--- src/rtl/lane_deskew.sv ---
`default_nettype none
// +--------------------------------------------------------------------------+
// | lane_deskew : per-lane FIFOs that realign skewed parallel lanes into one  |
// |               aligned output word, with skew-timeout and overflow flags.  |
// | Revision    : 1.0                                                        |
// +--------------------------------------------------------------------------+
module lane_deskew #(
  parameter int WIDTH    = 8,
  parameter int NUB      = 4,
  parameter int DEPTH    = 8,
  parameter int MAX_SKEW = 6
) (
  input  logic                   clk,
  input  logic                   rst_n,
  input  logic [NUB-1:0]         in_valid,
  input  logic [WIDTH*NUB-1:0]   in_data,
  output logic [NUB-1:0]         in_ready,
  output logic                   out_valid,
  output logic [WIDTH*NUB-1:0]   out_data,
  input  logic                   out_ready,
  input  logic                   flush,
  output logic                   err_skew,
  output logic [NUB-1:0]         err_ovf
);

  localparam int AW = $clog2(DEPTH);
  localparam int SW = $clog2(MAX_SKEW + 1);
  localparam logic [AW:0]   PTR_ONE = 1;
  localparam logic [SW-1:0] CNT_ONE = 1;
  localparam logic [SW-1:0] CNT_MAX = SW'(MAX_SKEW);

  typedef enum logic [1:0] {
    IDLE = 2'd0,
    WAIT = 2'd1,
    ERR  = 2'd2
  } state_t;

  state_t               state;
  logic [SW-1:0]        skew_cnt;
  logic [NUB-1:0]       empty;
  logic [NUB-1:0]       full;
  logic [WIDTH*NUB-1:0] rd_word;
  logic                 all_ne;
  logic                 partial;
  logic                 pop;

  assign all_ne   = ~|empty;
  assign partial  = ~&empty & ~all_ne;
  assign pop      = all_ne & (~out_valid | out_ready) & (state != ERR);
  assign in_ready = ~full;

  generate
    for (genvar j = 0; j < NUB; j++) begin : g_lane
      logic [WIDTH-1:0] mem [DEPTH];
      logic [AW:0]      wptr;
      logic [AW:0]      rptr;
      logic             ovf;
      logic             wr;

      // Extra pointer MSB distinguishes full from empty when the indices match.
      assign empty[j] = (wptr == rptr);
      assign full[j]  = (wptr[AW] != rptr[AW]) && (wptr[AW-1:0] == rptr[AW-1:0]);
      assign wr       = in_valid[j] & ~full[j] & ~flush;
      assign rd_word[j*WIDTH +: WIDTH] = mem[rptr[AW-1:0]];
      assign err_ovf[j] = ovf;

      always_ff @(posedge clk) begin
        if (wr) begin
          mem[wptr[AW-1:0]] <= in_data[j*WIDTH +: WIDTH];
        end
      end

      always_ff @(posedge clk or negedge rst_n) begin
        if (!rst_n) begin
          wptr <= '0;
          rptr <= '0;
          ovf  <= 1'b0;
        end else if (flush) begin
          wptr <= '0;
          rptr <= '0;
          ovf  <= 1'b0;
        end else begin
          if (wr) begin
            wptr <= wptr + PTR_ONE;
          end
          if (pop) begin
            rptr <= rptr + PTR_ONE;
          end
          if (in_valid[j] & full[j]) begin
            ovf <= 1'b1;
          end
        end
      end
    end
  endgenerate

  always_ff @(posedge clk or negedge rst_n) begin
    if (!rst_n) begin
      state     <= IDLE;
      skew_cnt  <= '0;
      err_skew  <= 1'b0;
      out_valid <= 1'b0;
      out_data  <= '0;
    end else if (flush) begin
      state     <= IDLE;
      skew_cnt  <= '0;
      err_skew  <= 1'b0;
      out_valid <= 1'b0;
      out_data  <= '0;
    end else begin
      if (pop) begin
        out_valid <= 1'b1;
        out_data  <= rd_word;
      end else if (out_ready) begin
        out_valid <= 1'b0;
      end

      case (state)
        IDLE: begin
          if (partial) begin
            state    <= WAIT;
            skew_cnt <= CNT_ONE;
          end
        end
        WAIT: begin
          if (!partial) begin
            state    <= IDLE;
            skew_cnt <= '0;
          end else if (skew_cnt == CNT_MAX) begin
            state    <= ERR;
            err_skew <= 1'b1;
          end else begin
            skew_cnt <= skew_cnt + CNT_ONE;
          end
        end
        default: begin
          // ERR is left only through flush or reset.
          state <= ERR;
        end
      endcase
    end
  end

endmodule
`default_nettype wire

--- config.mk ---
export PLATFORM = sky130hd
export DESIGN_NAME = lane_deskew
export DESIGN_NICKNAME = d
export VERILOG_FILES = /design/src/rtl/lane_deskew.sv
export SDC_FILE = /design/constraint.sdc
export NUM_CORES = 1
export LEC_CHECK = 0
export ABC_AREA = 1
export ABC_CLOCK_PERIOD_IN_PS = 3200
export CORE_MARGIN = 2
export CORE_UTILIZATION = 40
export CTS_CLUSTER_SIZE = 25
export DETAILED_ROUTE_END_ITERATION = 10
export DONT_BUFFER_PORTS = 1
export PLACE_DENSITY_LB_ADDON = 0.3
export RECOVER_POWER = 100
export SYNTH_ARGS = -nofsm -noshare
export SYNTH_HDL_FRONTEND = slang
export SYNTH_SLANG_ARGS = --single-unit
--- constraint.sdc ---
create_clock -name clk -period 3.2 [get_ports clk]
set_input_delay 0.32 -clock clk [delete_from_list [all_inputs] [get_ports clk]]
set_output_delay 0.32 -clock clk [all_outputs]
set_load 0.03 [all_outputs]
==> out/qor.txt, run 1 <==
Worst-Skew Late Latency: 0.51 ns
WL/cell: 17.7 um
quantity of gates resized following cts: 0
DR vias/cell: 5.14
P_leak: 6.17 nW
cts hold-fix bufs: 36
Syn. warnings: 0
Max VDD drop: 291 uV
area delta synth->final: 14.9%
H-Tree Level Count: 2
starting density of the core: 40.2%
xor and xnor area share after synthesis: 0.571%
Final setup viols: 0
first-pass GRT wire length: 50,200 um
worst path cell trace: nand2_1 > nand2_1 > nor2_1 > nand4_1 > buf_4 > nand2_1 > nor2_1 > nand2_1 > nor2_1
Power Dens Cells: 606 nW/um^2
DIE HEIGHT: 190 um
#FFs+latches synth: 331
grt ovf: 0
Hold EP: g_lane[3].wptr[1]
share of cells above drive strength 1: 6.48%
initial DRC count: 591
FILL cells: 3,119
post-layout minimum cycle time: 2.80 ns
min-delay worst type: input pin to flip-flop
All-Layer GR Usage: 17.7%
maxcap violations: 1
Netlist cell types: 26
top cell type's share of synthesized area: 55.7%
status: finished with violations
largest family of logic cells by synthesized area: simple AND/OR/NAND/NOR gates
Hold Vio Cnt, Final: 0
remaining antenna violation count: 0
GP Congestion: 0.793
relative slew slack: -33.6%
final design utilization: 46.2%
Max Clk Rate: 357 MHz
Core ar.: 34,300 um^2
clk_skew: 0.0174 ns
Rows: 68
R2R depth: 9
setup repair after global routing missed its margin: false
Die W: 190 um
Net Count, Synth: 1,311
multiplexer share of the synthesized area: 0%
vias in the first global route: 9,005
largest net degree at the start of global routing: 76
Crit path largest cell delay: 0.81 ns
via count: 9,165
failing checks: capacitance limit, slew limit
Synth Area in Simple Gates: 16.3%
most frequent cells in the layout: nand2_1, edfxtp_1, nor2_1
clock tree buffer depth: 3
CTS Buf Count: 36
commonest non-fill, non-tap cell in the layout: nand2_1
Mapped Avg Cell Area: 10.9 um^2
total negative setup slack: 0 ns
Min-Delay Path Depth: 3
clk slew on worst S/H paths: 0.06 ns
complex-gate fraction of the synthesized area: 8.93%
I/O Buffers: 0
Setup crit end kind: flip-flop
CTS tree: built
I/O pins: 82
Syn Std Cell Area: 13,800 um^2
Mapped Cells: 1,261
Yosys top cell by area: edfxtp_1
clock root buffer: clkbuf_16
crit path kind: flip-flop to flip-flop
Design Area, Final: 15,900 um^2
Worst Tran Pin Value: 2.00 ns
CP max FO: 21
DP Area: 14,300 um^2
Crit-path slowest cell: dfrtp_1
worst reg2reg endpoint: g_lane[2].mem[0][3]
nets: 1,349
largest cells by area after synthesis: edfxtp_1, dfrtp_1, nand2_1
Required @ worst endpoint: 3.33 ns
post-DP HPWL: 20,200 um
crit path launch type: flip-flop
FF-to-FF setup slack: 0.40 ns
HP Start: flush
WL final: 31,600 um
Seq/Total Area, Yosys: 69.3%
max-slew violations: 76
DRC violations left: 0
DRT Pass-1 Iters: 4
Tcrit/Tclk final: 87.6%
initial antenna violation count: 1
most used cell, CP: nand2_1
worst reg2reg path startpoint: g_lane[2].rptr[1]
CTS sink cnt: 331
DIE AREA: 36,000 um^2
CP arrival: 2.94 ns
number of buffers added for setup after CTS: 0
Adder-Cell Fraction of Synth Area: 0.907%
state kept, by name, indices dropped and copies added (netlist names):
| name | count |
|---|---|
| out_valid | 1 |
| skew_cnt | 3 |
| g_lane.rptr | 16 |
| out_data | 32 |
| g_lane.ovf | 4 |
| g_lane.wptr | 16 |
| state | 2 |
| err_skew | 1 |
| g_lane.mem | 256 |
synthesized netlist by cell type:
cell / count
nor3_1: 10
nand2_1: 303
dfrtp_1: 75
ha_1: 10
nor2_1: 184
clkinv_2: 3
nand2_2: 1
buf_6: 7
nand3_1: 56
o21ai_0: 142
buf_2: 8
inv_1: 42
nor2_4: 1
buf_1: 7
edfxtp_1: 256
a21oi_1: 9
a21oi_4: 1
o21a_1: 7
xor2_1: 9
nand4_1: 10
clkbuf_1: 38
inv_4: 1
o22ai_1: 65
nand2_4: 1
buf_4: 6
inv_2: 9
power breakdown:
group	internal, mW	switching [mW]	total, mW
combinational	0.120	0.301	0.421
sequential	4.72	0.0515	4.77
clock	2.76	1.66	4.42
total	7.60	2.01	9.61
how the worst max path moves through the flow:
| stage | start | endpoint | depth (start not counted) |
|---|---|---|---|
| global route | g_lane[1].rptr[1] | g_lane[1].mem[6][0] | 9 |
| global placement | g_lane[2].rptr[1] | g_lane[2].mem[0][3] | 9 |
| detailed placement | g_lane[2].rptr[1] | g_lane[2].mem[0][6] | 9 |
| finish | g_lane[2].rptr[1] | g_lane[2].mem[0][3] | 9 |
| floorplan | g_lane[0].rptr[0] | g_lane[0].mem[1][0] | 10 |
| CTS | g_lane[2].rptr[1] | g_lane[2].mem[0][3] | 9 |
per-layer routing:
layer	global-route usage (%)	wire length [um]
met1	24.5	14400
met2	28.5	14700
met3	3.97	1870
met4	4.44	600
met5	0	0
worst max-delay path: cells and delay by family (launching register included):
kind / cells / cell delay [ns]
buffers and inverters: 1 / 0.18
flip-flops: 1 / 0.81
AND/OR/NAND/NOR: 8 / 1.42
through the flow:
stage / total power [mW] / hold WS [ns] / cells / setup WS (ns)
floorplan: 5.09 / 0.0244 / 1261 / 0.840
global placement: 5.18 / 0.0274 / 1680 / 0.394
CTS: 9.71 / 0.0116 / 1782 / 0.346
global route: 9.93 / 0.0352 / 1782 / 0.104
finish: 9.61 / 0.0273 / 1783 / 0.395
detailed placement: 5.18 / 0.0279 / 1680 / 0.354
cell type report:
cell class | count | area, um^2 | share of cell area [%]
diodes | 1 | 2.50 | 0.0158
clock buffers | 45 | 987 | 6.23
clock inverters | 21 | 289 | 1.82
inverters | 55 | 213 | 1.34
multi-input cells | 809 | 3680 | 23.2
flip-flops and latches | 331 | 9560 | 60.3
well taps | 455 | 569 | 3.59
repair buffers | 66 | 549 | 3.46
cells by family after synthesis:
kind of cell    count (synthesis)
fa+ha+maj                      10
flops                         331
simple gates                  566
compound gates                224
xor+xnor                        9
buf+inv                       121
(Power assumes the default switching activity.)
==> run 2: changes to the inputs <==
--- a/config.mk
+++ b/config.mk
@@ -7,9 +7,10 @@
 export LEC_CHECK = 0
 export ABC_AREA = 1
 export ABC_CLOCK_PERIOD_IN_PS = 3200
-export CORE_MARGIN = 2
+export CAP_MARGIN = 20
+export CORE_MARGIN = 4
 export CORE_UTILIZATION = 40
-export CTS_CLUSTER_SIZE = 25
+export CTS_CLUSTER_SIZE = 20
 export DETAILED_ROUTE_END_ITERATION = 10
 export DONT_BUFFER_PORTS = 1
 export PLACE_DENSITY_LB_ADDON = 0.3
==> out/qor.txt, run 2 (synthesized netlist as in run 1, its figures left out) <==
ANT cells: 0
commonest non-fill, non-tap cell in the layout: nand2_1
GP Congestion: 0.804
Required @ worst endpoint: 3.64 ns
via count: 9,142
area delta synth->final: 15.4%
worst reg2reg endpoint: g_lane[2].rptr[0]
number of buffers added for setup after CTS: 0
met1 usage: 23.0%
first-pass GRT wire length: 50,100 um
combinational share of power: 4.3%
max-slew violations: 76
failing checks: capacitance limit, slew limit
grt ovf: 0
Max Clk Rate: 346 MHz
CTS sink cnt: 331
sequential share of power: 49.1%
status: finished with violations
DRT Pass-1 Iters: 5
grt met3 use: 3.98%
clk slew on worst S/H paths: 0.06 ns
P_leak: 6.22 nW
min-delay worst type: input pin to flip-flop
Tcrit/Tclk final: 90.3%
crit path launch type: flip-flop
CP max FO: 30
post-layout minimum cycle time: 2.89 ns
CP arrival: 3.33 ns
clock tree buffer depth: 3
final worst slack: 0.309 ns
Rows: 67
worst reg2reg path startpoint: g_lane[2].rptr[1]
starting density of the core: 40.8%
WL final: 31,300 um
busiest grt layer: met2
Largest register FFs: 256
Max VDD drop: 313 uV
Die W: 194 um
H-Tree Level Count: 2
crit path from: g_lane[2].rptr[1]
switching portion of total power: 20.5%
crit path kind: flip-flop to flip-flop
nets: 1,354
DRC violations left: 0
DIE AREA: 37,500 um^2
clk_skew: 0.0204 ns
worst setup path endpoint: g_lane[2].rptr[0]
WL/cell: 17.6 um
vias in the first global route: 8,923
remaining antenna violation count: 0
I/O Buffers: 0
Internal Power: 7.72 mW
I/O pins: 82
CTS Buf Count: 38
clock root buffer: clkbuf_16
post-DP HPWL: 20,000 um
Worst Tran Pin Value: 2.00 ns
FF-to-FF setup slack: 0.31 ns
Setup crit end kind: flip-flop
initial DRC count: 660
worst slack at placement: 0.374 ns
setup repair after global routing missed its margin: false
Core ar.: 33,800 um^2
clock power share: 46.6%
DR vias/cell: 5.14
All-Layer GR Usage: 16.3%
share of cells above drive strength 1: 6.76%
maxcap violations: 1
most frequent cells in the layout: nand2_1, edfxtp_1, nor2_1
Power Dens Cells: 610 nW/um^2
HP Start: flush
total negative setup slack: 0 ns
Sw Pwr: 1.99 mW
Worst-Skew Late Latency: 0.52 ns
DIE HEIGHT: 194 um
final design utilization: 47.1%
largest net degree at the start of global routing: 76
R2R depth: 13
Final setup viols: 0
met2 usage: 25.9%
initial antenna violation count: 1
Hold Vio Cnt, Final: 0
relative slew slack: -33.0%
CTS tree: built
==> run 2: layout make-up <==
cell class | count | area (um^2)
inverter | 55 | 213
fill | 3027 | 17900
tap | 448 | 561
clock buffer | 46 | 1040
multi-input combinational | 809 | 3680
clock inverter | 21 | 279
timing repair buffer | 69 | 577
sequential | 331 | 9560
==> run 2: repair_timing <==
| item | 4_1_cts | 5_1_grt |
|---|---|---|
| gates resized for setup | 0 | 0 |
| hold buffers | 37 | 0 |
| hold endpoints to repair | 340 | 0 |
==> run 2: how the worst min path moves through the flow <==
stage               slack [ns]  cells past startpoint                 to
finish                    0.03                      3  g_lane[0].wptr[1]
global placement          0.03                      0      g_lane[1].ovf
global route              0.03                      2  g_lane[3].wptr[3]
CTS                      0.007                      3  g_lane[1].wptr[1]
floorplan                 0.02                      0           err_skew
detailed placement        0.03                      0      g_lane[1].ovf
==> run 2: metrics by stage <==
step                hold slack (ns)  area (um^2)  power, mW  std cells
CTS                         0.00718        16000       9.82       1779
floorplan                    0.0244        13800       5.09       1261
global placement             0.0328        14300       5.17       1675
global route                 0.0288        15900       10.1       1779
finish                       0.0270        15900       9.71       1779
detailed placement           0.0330        14300       5.18       1675
==> run 2: power groups by stage <==
stage | registers (mW) | logic, mW | clock network (mW)
floorplan | 4.84 | 0.246 | 0
global placement | 4.85 | 0.321 | 0
detailed placement | 4.86 | 0.325 | 0
CTS | 4.77 | 0.435 | 4.62
global route | 4.77 | 0.483 | 4.83
finish | 4.77 | 0.422 | 4.52
==> run 2: worst max-delay path, stage by stage, from the launching register on <==
cell and delay, ns:
dfrtp_1 0.82, nand2_1 0.11, nand2_1 0.09, nor2_1 0.05, nand2_1 0.17, nand2_1 0.09
clkinv_1 0.05, nand2_1 0.12, a21oi_4 0.24, nand2_4 0.20, nor2_2 0.45, buf_12 0.26
nand2_1 0.09, nand2_1 0.07
==> run 2: routing by layer <==
| metal | vias up | share of wire [%] |
|---|---|---|
| li1 | 4448 | - |
| met1 | 4455 | 46 |
| met2 | 196 | 47 |
| met3 | 41 | 5.9 |
| met4 | 2 | 1.7 |
| met5 | - | 0.022 |
